<file path="src/rtl/uart_tx_param.sv">
`default_nettype none
// ============================================================================
// Module   : uart_tx_param
// Brief    : Parametrised UART transmitter (start, DATA_BITS LSB-first,
//            optional parity, 1..2 stop bits) timed by oversample ticks.
// Revision : 1.0 - initial release
// ============================================================================
module uart_tx_param #(
   parameter int DATA_BITS  = 8,
   parameter int OVERSAMPLE = 16,
   parameter int PARITY     = 0,
   parameter int STOP_BITS  = 1
) (
   input  logic                 clk_in,
   input  logic                 reset,
   input  logic                 clk_en,
   input  logic                 tx_valid,
   input  logic [DATA_BITS-1:0] tx_data,
   output logic                 tx_ready,
   output logic                 busy,
   output logic                 tx_done,
   output logic                 tx
);

   localparam int c_TICK_W = $clog2(OVERSAMPLE);
   localparam int c_BIT_W  = $clog2(DATA_BITS + 1);
   localparam logic [c_TICK_W-1:0] c_TICK_LAST = c_TICK_W'(OVERSAMPLE - 1);
   localparam logic [c_BIT_W-1:0]  c_DATA_LAST = c_BIT_W'(DATA_BITS - 1);
   localparam logic [c_BIT_W-1:0]  c_STOP_LAST = c_BIT_W'(STOP_BITS - 1);

   typedef enum logic [2:0] {
      S_IDLE   = 3'd0,
      S_START  = 3'd1,
      S_DATA   = 3'd2,
      S_PARITY = 3'd3,
      S_STOP   = 3'd4
   } state_t;

   state_t                r_state;
   logic [c_TICK_W-1:0]   r_tick;
   logic [c_BIT_W-1:0]    r_bit_cnt;
   logic [DATA_BITS-1:0]  r_shift;
   logic                  r_parity;
   logic                  r_tx;
   logic                  r_busy;
   logic                  r_done;

   assign tx_ready = (r_state == S_IDLE) && !reset;
   assign busy     = r_busy;
   assign tx_done  = r_done;
   assign tx       = r_tx;

   always_ff @(posedge clk_in or posedge reset) begin
      if (reset) begin
         r_state   <= S_IDLE;
         r_tick    <= '0;
         r_bit_cnt <= '0;
         r_shift   <= '0;
         r_parity  <= 1'b0;
         r_tx      <= 1'b1;
         r_busy    <= 1'b0;
         r_done    <= 1'b0;
      end else begin
         r_done <= 1'b0;
         if (r_state == S_IDLE) begin
            // Acceptance ignores clk_en; the start bit begins on this edge.
            if (tx_valid) begin
               r_shift   <= tx_data;
               r_parity  <= (PARITY == 1) ? ~^tx_data : ^tx_data;
               r_tick    <= '0;
               r_bit_cnt <= '0;
               r_tx      <= 1'b0;
               r_busy    <= 1'b1;
               r_state   <= S_START;
            end
         end else if (clk_en) begin
            if (r_tick != c_TICK_LAST) begin
               r_tick <= r_tick + 1'b1;
            end else begin
               r_tick <= '0;
               case (r_state)
                  S_START: begin
                     r_tx      <= r_shift[0];
                     r_bit_cnt <= '0;
                     r_state   <= S_DATA;
                  end
                  S_DATA: begin
                     if (r_bit_cnt == c_DATA_LAST) begin
                        r_bit_cnt <= '0;
                        if (PARITY != 0) begin
                           r_tx    <= r_parity;
                           r_state <= S_PARITY;
                        end else begin
                           r_tx    <= 1'b1;
                           r_state <= S_STOP;
                        end
                     end else begin
                        r_shift   <= {1'b0, r_shift[DATA_BITS-1:1]};
                        r_tx      <= r_shift[1];
                        r_bit_cnt <= r_bit_cnt + 1'b1;
                     end
                  end
                  S_PARITY: begin
                     r_tx      <= 1'b1;
                     r_bit_cnt <= '0;
                     r_state   <= S_STOP;
                  end
                  S_STOP: begin
                     if (r_bit_cnt == c_STOP_LAST) begin
                        r_bit_cnt <= '0;
                        r_tx      <= 1'b1;
                        r_busy    <= 1'b0;
                        r_done    <= 1'b1;
                        r_state   <= S_IDLE;
                     end else begin
                        r_bit_cnt <= r_bit_cnt + 1'b1;
                     end
                  end
                  default: begin
                     r_tx    <= 1'b1;
                     r_busy  <= 1'b0;
                     r_state <= S_IDLE;
                  end
               endcase
            end
         end
      end
   end

endmodule
`default_nettype wire
</file>
<file path="config.mk">
export PLATFORM = sky130hd
export DESIGN_NAME = uart_tx_param
export DESIGN_NICKNAME = d
export VERILOG_FILES = /design/src/rtl/uart_tx_param.sv
export SDC_FILE = /design/constraint.sdc
export NUM_CORES = 1
export LEC_CHECK = 0
export ABC_CLOCK_PERIOD_IN_PS = 3840
export BUFFER_PORTS_ARGS = -buffer_cell sky130_fd_sc_hd__buf_2
export CORE_MARGIN = 5
export CORE_UTILIZATION = 45
export DETAILED_ROUTE_END_ITERATION = 10
export HOLD_SLACK_MARGIN = 0.08
export PLACE_DENSITY = 0.72
export SYNTH_ARGS = -nofsm -noshare
export SYNTH_HDL_FRONTEND = slang
export SYNTH_SLANG_ARGS = --single-unit
</file>
<file path="constraint.sdc">
create_clock -name clk_in -period 3.84 [get_ports clk_in]
set_input_delay 0.192 -clock clk_in [delete_from_list [all_inputs] [get_ports clk_in]]
set_output_delay 0.192 -clock clk_in [all_outputs]
set_load 0.01 [all_outputs]
</file>
==> impl_metrics.csv, run 1 <==
group,metric,value,unit
clock_network,h-tree-depth,1,
synth,netlist_instances,135,
power,p_int,463,µW
global_routing,grt_pass1_wl,4510,µm
routing,routed_wl,2730,µm
global_routing,grt_pass1_vias,988,
setup_path,slowest_delay,0.58,ns
setup_path,crit_chain,"or3_4 -> a41oi_2 -> o21ai_0",
synth,synth_top_cell_area_share,39.5,%
placed_design,dp_slack,1.88,ns
floorplan,io_pins,16,
timing,min_period_over_period,51.2,%
clock_network,cts_resized,0,
timing,period_needed,1.97,ns
floorplan,die_area,4140,µm²
timing,hold_viol_final,0,
floorplan,die_x,64.3,µm
synth,netlist-cell-type-count,44,
synth,synthTopCellsByArea,"dfrtp_1, mux2i_1, o21ai_0",
global_routing,grtUsageTotal,13.9,%
power,switching_power,283,µW
clock_network,clock-root-buffer,"clkbuf_4",
timing,rsz0062_at_grt,"false",
synth,synth_seq_area_share,41.5,%
routing,first_pass_iters,4,
layout,antenna_cells,0,
clock_network,cts_tree,"built",
clock_network,clock_latency,0.31,ns
min_path,min_path_type,"input pin to register",
floorplan,fp.dieH,64.3,µm
routing,routedWlPerCell,15.1,µm
global_routing,grt_overflow,0,
clock_network,numCtsBuffers,3,
placed_design,gp_congestion,0.870,
timing,finalClockSkew,0.00144,ns
clock_network,clockBufferDepth,2,
timing,max_freq,509,MHz
routing,drt-initial-drc-count,33,
setup_path,startpoint_type,"register",
setup_path,critPathSlowestCell,"dfrtp_1",
timing,max_slew_margin,44.5,%
clock_network,clock_sinks,22,
synth,syn_nets,150,
timing,setup_slack,1.87,ns
synth,synth_top_flop_cell,"dfrtp_1",
routing,ant_nets,0,
setup_path,critical_path_arrival,2.14,ns
synth,syn-mean-instance-area,9.84,µm²
placed_design,place_hpwl,2010,µm
synth,ys_async_sr_fraction,100,%
outcome,status,"completed",
setup_path,critPathKind,"register to register",
layout,multi_input_area,713,µm²
clock_network,clkTransAtPathRegs,0.13,ns
setup_path,cp_data_required_time,4.01,ns
power,clock_power_share,17.8,%
power,share_seq_of_total_power,48.7,%
routing,drcViolationCount,0,
synth,yosysWarnings,0,
power,p_leak,0.000622,µW
power,power_density,514,nW/µm²
layout,drive_above_1_share,20.7,%
layout,fin_util,51.7,%
synth,synth_area,1330,µm²
floorplan,rows,19,
run,cap_violations,0,
power,p_total,746,µW
timing,setup_viol,0,
global_routing,antenna_found_initial,0,
placed_design,io_buffers,15,
setup_path,end_kind,"register",
power,swShare,37.9,%
setup_path,critical_path.max_fanout,16,
timing,worst_slew_pin_slew,0.832,ns
synth,synth_largest_area_cell,"dfrtp_1",
clock_network,cts_setup_buffers,0,
timing,slew_violations,0,
synth,synth_edf_count,0,
layout,syn_to_final_growth,9.23,%
timing,finalSetupTns,0,ns
synth,ys_seq_elements,22,
layout,nNetsFinal,166,
global_routing,grt_max_degree,23,
power,ir_drop,234,µV
floorplan,initial_core_util,47.4,%
layout,regArea,552,µm²
routing,viasPerCell,5.71,
routing,vias,1034,
floorplan,core,2810,µm²
layout,fill_cells,272,
power,power_frac_comb,33.5,%
## cell families (layout without fill, tap and decap cells)
logic type / Yosys count / count (layout) / share of synthesized area [%]
flops: 22 / 22 / 41.5
buf+inv: 11 / 26 / 4.80
mux: 8 / 8 / 6.03
compound gates: 41 / 41 / 22.0
simple gates: 50 / 50 / 22.8
fa+ha+maj: 3 / 3 / 2.83
## stage by stage
stage	std cells	area (µm²)	hold slack, ns
floorplan	135	1330	0.180
global placement	176	1410	0.407
detailed placement	176	1410	0.416
CTS	181	1450	0.0870
global route	181	1450	0.0878
finish	181	1450	0.0925
## worst max-delay path, delay by kind of cell (launching register included)
| family | cells | cell delay (ns) |
|---|---|---|
| AOI/OAI and AO/OA | 2 | 0.79 |
| DFF | 1 | 0.58 |
| and+or+nand+nor | 1 | 0.45 |
## final cells by class
cell class | instances | area share (%)
flip-flops and latches | 22 | 38.0
multi-input cells | 102 | 49.1
repair buffers | 17 | 6.38
inverters | 5 | 1.29
clock buffers | 4 | 2.50
well taps | 31 | 2.67
## power by group through the flow
| stage | Combinational (µW) | Sequential (µW) | Clock (µW) |
|---|---|---|---|
| final | 250 | 363 | 133 |
| after global routing | 282 | 375 | 141 |
| after CTS | 252 | 363 | 135 |
| after detailed placement | 250 | 368 | 0 |
| after global placement | 240 | 362 | 0 |
| after floorplan | 225 | 338 | 0 |
## synth_stat cells (all sizes together) (2+ instances only)
cell / count
o41ai: 2
o211ai: 2
nor2: 6
a22o: 5
dfrtp: 21
or2: 2
a21oi: 5
nand2: 16
nor3b: 3
nor4b: 2
and3: 2
o21bai: 3
buf: 6
a211oi: 2
nor3: 9
mux2i: 8
ha: 3
inv: 5
o21a: 2
o21ai: 17
## final timing paths
kind                       startpoint            to  slack (ns)  depth (start not counted)
min in group asynchronous       reset       tx_done        0.58                          3
max in group asynchronous       reset  r_bit_cnt[1]        2.75                          3
hold reg to reg            r_shift[2]    r_shift[2]        0.51                          2
setup / recovery           r_state[2]    r_shift[6]        1.87                          3
setup reg to reg           r_state[2]    r_shift[6]        1.87                          3
hold / removal             tx_data[7]    r_shift[7]        0.09                          2
## registers in the layout, indices dropped and copies added, names as in the netlist
| name | count |
|---|---|
| r_bit_cnt | 4 |
| busy | 1 |
| r_state | 3 |
| tx_done | 1 |
| r_tick | 4 |
| tx | 1 |
| r_shift | 8 |
## cells in the final DEF, fill, tap and decap left out, types with 2 or more instances in the layout
cell type  instances
o21a_1             2
inv_1              5
o21bai_1           3
o21ai_1            2
o211ai_1           2
o21ai_0           14
dfrtp_1           21
nand2_1           16
clkbuf_4           3
nor2_1             6
a21oi_1            4
mux2i_1            8
buf_2             15
nor3b_1            2
ha_1               3
nor3_1             9
a22o_1             5
and3_1             2
## layer usage
metal  track usage, %  vias up  routed length (µm)
met2             24.0       24                1350
li1                 -      529                   -
met4             6.33        0                  43
met5                0        -                   0
met3             2.10        4                 110
met1             17.2      477                1230
## what timing repair did
item                                    in CTS  in global routing
hold endpoints to repair                    21                  0
hold buffers                                 1                  0
endpoints found under the setup margin       0                  0
No activity file was read; power rests on OpenSTA's default activity.
==> run 2, diff against run 1 <==
- ABC_AREA: unset -> 1
- ABC_CLOCK_PERIOD_IN_PS: 3840 -> 1900
- clock period: 3.84 -> 1.9 ns (I/O delays scaled with it)
==> impl_metrics.csv, run 2 <==
group,metric,value,unit
outcome,status,"completed",
global_routing,grt_pass1_vias,1191,
clock_network,cts_tree,"built",
setup_path,reg2reg_to,"r_shift[7]",
placed_design,place_hpwl,1920,µm
layout,largest_register,"r_shift",
clock_network,clkTransAtPathRegs,0.12,ns
routing,vias,1192,
clock_network,clock_latency,0.31,ns
layout,stdcell_count,240,
synth,netlist_instances,179,
layout,nNetsFinal,225,
synth,synth_common_cells,"nand2_1, dfrtp_1, nor2_1, inv_1, nand3_1",
power,ir_drop,1020,µV
timing,setup_slack,0.139,ns
timing,hold_viol_final,0,
layout,antenna_cells,0,
synth,synth_area,1300,µm²
setup_path,cp-startpoint,"r_state[0]",
layout,final_common_cell,"nand2_1",
synth,syn_nets,194,
floorplan,die_area,4060,µm²
global_routing,grtUsageTotal,15.7,%
setup_path,critical_path.max_fanout,19,
placed_design,gp_congestion,0.840,
synth,netlist-cell-type-count,26,
layout,drive_above_1_share,19.6,%
global_routing,grt_pass1_wl,5190,µm
synth,ys_async_sr_fraction,100,%
synth,yosysWarnings,0,
timing,finalClockSkew,0.0138,ns
layout,multi_input_area,677,µm²
placed_design,dp_slack,0.341,ns
layout,syn_to_final_growth,21.3,%
run,cap_violations,0,
synth,synth_seq_area_share,42.5,%
timing,slew_violations,0,
layout,largestRegisters,"r_shift x8, r_bit_cnt x4, r_tick x4",
clock_network,cts_resized,0,
power,p_leak,0.000858,µW
global_routing,antenna_found_initial,0,
setup_path,critPathKind,"register to register",
setup_path,worstRegToRegCells,6,
synth,synth_largest_area_cell,"dfrtp_1",
timing,max_slew_margin,44.8,%
clock_network,clock-root-buffer,"clkbuf_4",
routing,first_pass_iters,4,
setup_path,startpoint_type,"register",
setup_path,r2r-start,"r_state[0]",
synth,synthTopCellsByArea,"dfrtp_1, nand2_1, nor2_1",
synth,synth_edf_count,0,
setup_path,cp_data_required_time,2.15,ns
synth,synth.most_common_cell,"nand2_1",
clock_network,clockBufferDepth,2,
layout,fill_cells,270,
clock_network,clock_sinks,22,
timing,worst_slew_pin_slew,0.827,ns
synth,syn-mean-instance-area,7.25,µm²
global_routing,grt_overflow,0,
placed_design,io_buffers,15,
setup_path,critical_path_arrival,2.01,ns
power,power_density,1550,nW/µm²
timing,max_freq,568,MHz
floorplan,die_x,63.7,µm
global_routing,grt_max_degree,23,
setup_path,end_kind,"register",
setup_path,regToRegSetupSlack,0.14,ns
placed_design,dp_cells,224,
timing,period_needed,1.76,ns
floorplan,rows,19,
floorplan,io_pins,16,
timing,min_period_over_period,92.7,%
floorplan,initial_core_util,47.1,%
routing,routed_wl,2760,µm
routing,ant_nets,0,
timing,rsz0062_at_grt,"false",
layout,final_cell_mix,"nand2_1, dfrtp_1, buf_2",
synth,synth_top_cell_area_share,40.5,%
routing,viasPerCell,4.97,
layout,largest_register_ffs,8,
floorplan,fp.dieH,63.7,µm
setup_path,worstSetupEndpoint,"r_shift[7]",
synth,ys_seq_elements,22,
layout,regArea,552,µm²
routing,drcViolationCount,0,
min_path,min_path_type,"input pin to register",
routing,drt-initial-drc-count,52,
clock_network,numCtsBuffers,3,
routing,routedWlPerCell,11.5,µm
floorplan,core,2760,µm²
timing,finalSetupTns,0,ns
clock_network,h-tree-depth,1,
synth,synth_top_flop_cell,"dfrtp_1",
timing,setup_viol,0,
timing,fin_hold_ws,0.0948,ns
==> run 2: cell types whose count changed after synthesis, sizes merged, moves of 5 or more <==
cell and delta:
a22o -5, buf -5, inv +12, mux2i -8
nand2 +76, nand3 +11, nor2 +11, nor3 -8
o21ai -12
==> run 2: worst min path at each step <==
stage,from,cells past startpoint,slack (ns),endpoint
global placement,reset,2,0.31,r_shift[1]
global route,tx_data[0],5,0.11,r_shift[0]
finish,tx_data[0],5,0.09,r_shift[0]
CTS,tx_data[0],5,0.09,r_shift[0]
detailed placement,reset,2,0.34,r_shift[1]
floorplan,reset,1,0.08,busy
==> run 2: area by class of cell <==
cell class / count / area share [%]
Tap cell: 31 / 2.46
Inverter: 17 / 4.05
Timing Repair Buffer: 27 / 12.1
Sequential cell: 22 / 35.1
Clock buffer: 3 / 1.43
Multi-Input combinational cell: 139 / 43.0
Clock inverter: 1 / 1.91
==> run 2: routing by layer <==
| layer | wire (µm) | part of all wire (%) | GRT usage (%) |
|---|---|---|---|
| met4 | 61 | 2.2 | 5.97 |
| met3 | 119 | 4.3 | 3.02 |
| met5 | 0 | 0 | 0 |
| met2 | 1390 | 51 | 26.0 |
| met1 | 1180 | 43 | 20.0 |
==> run 2: report_power, final <==
| group | total, µW | switching [µW] | internal [µW] |
|---|---|---|---|
| clock network | 360 | 147 | 213 |
| logic | 1240 | 800 | 440 |
| registers | 832 | 166 | 666 |
| total | 2430 | 1110 | 1320 |
==> run 2: timing repair <==
item                                   4_1_cts  5_1_grt
hold buffers                                10        0
endpoints found under the hold margin       30        0
setup buffers                                0        2
setup endpoints to repair                    0        1
==> run 2: stage by stage <==
step | area, µm² | util (%) | total power, µW
4_1_cts | 1560 | 56.5 | 2410
5_1_grt | 1570 | 57.1 | 2700
6_report | 1570 | 57.1 | 2430
2_1_floorplan | 1300 | - | 1770
3_5_place_dp | 1410 | 51.0 | 2020
3_3_place_gp | 1410 | 51.0 | 1990
==> run 2: logic make-up (layout without fill, tap and decap cells) <==
logic type,count (synthesis),count (layout),synth area share (%)
AND/OR/NAND/NOR,125,125,43.8
flip-flops,22,22,42.5
buffers and inverters,18,48,5.30
AO/OA/AOI/OAI,9,9,4.15
adder cells (fa/ha/maj),3,3,2.89
XOR/XNOR,2,2,1.35
==> run 2: critical path, cell delays in order, from the launching register on <==
cell and delay (ns):
dfrtp_1 0.46, nor2_4 0.21, nand2_8 0.14, inv_2 0.19, nand3_1 0.08, dlygate4sd3_1 0.56
nand2_1 0.07
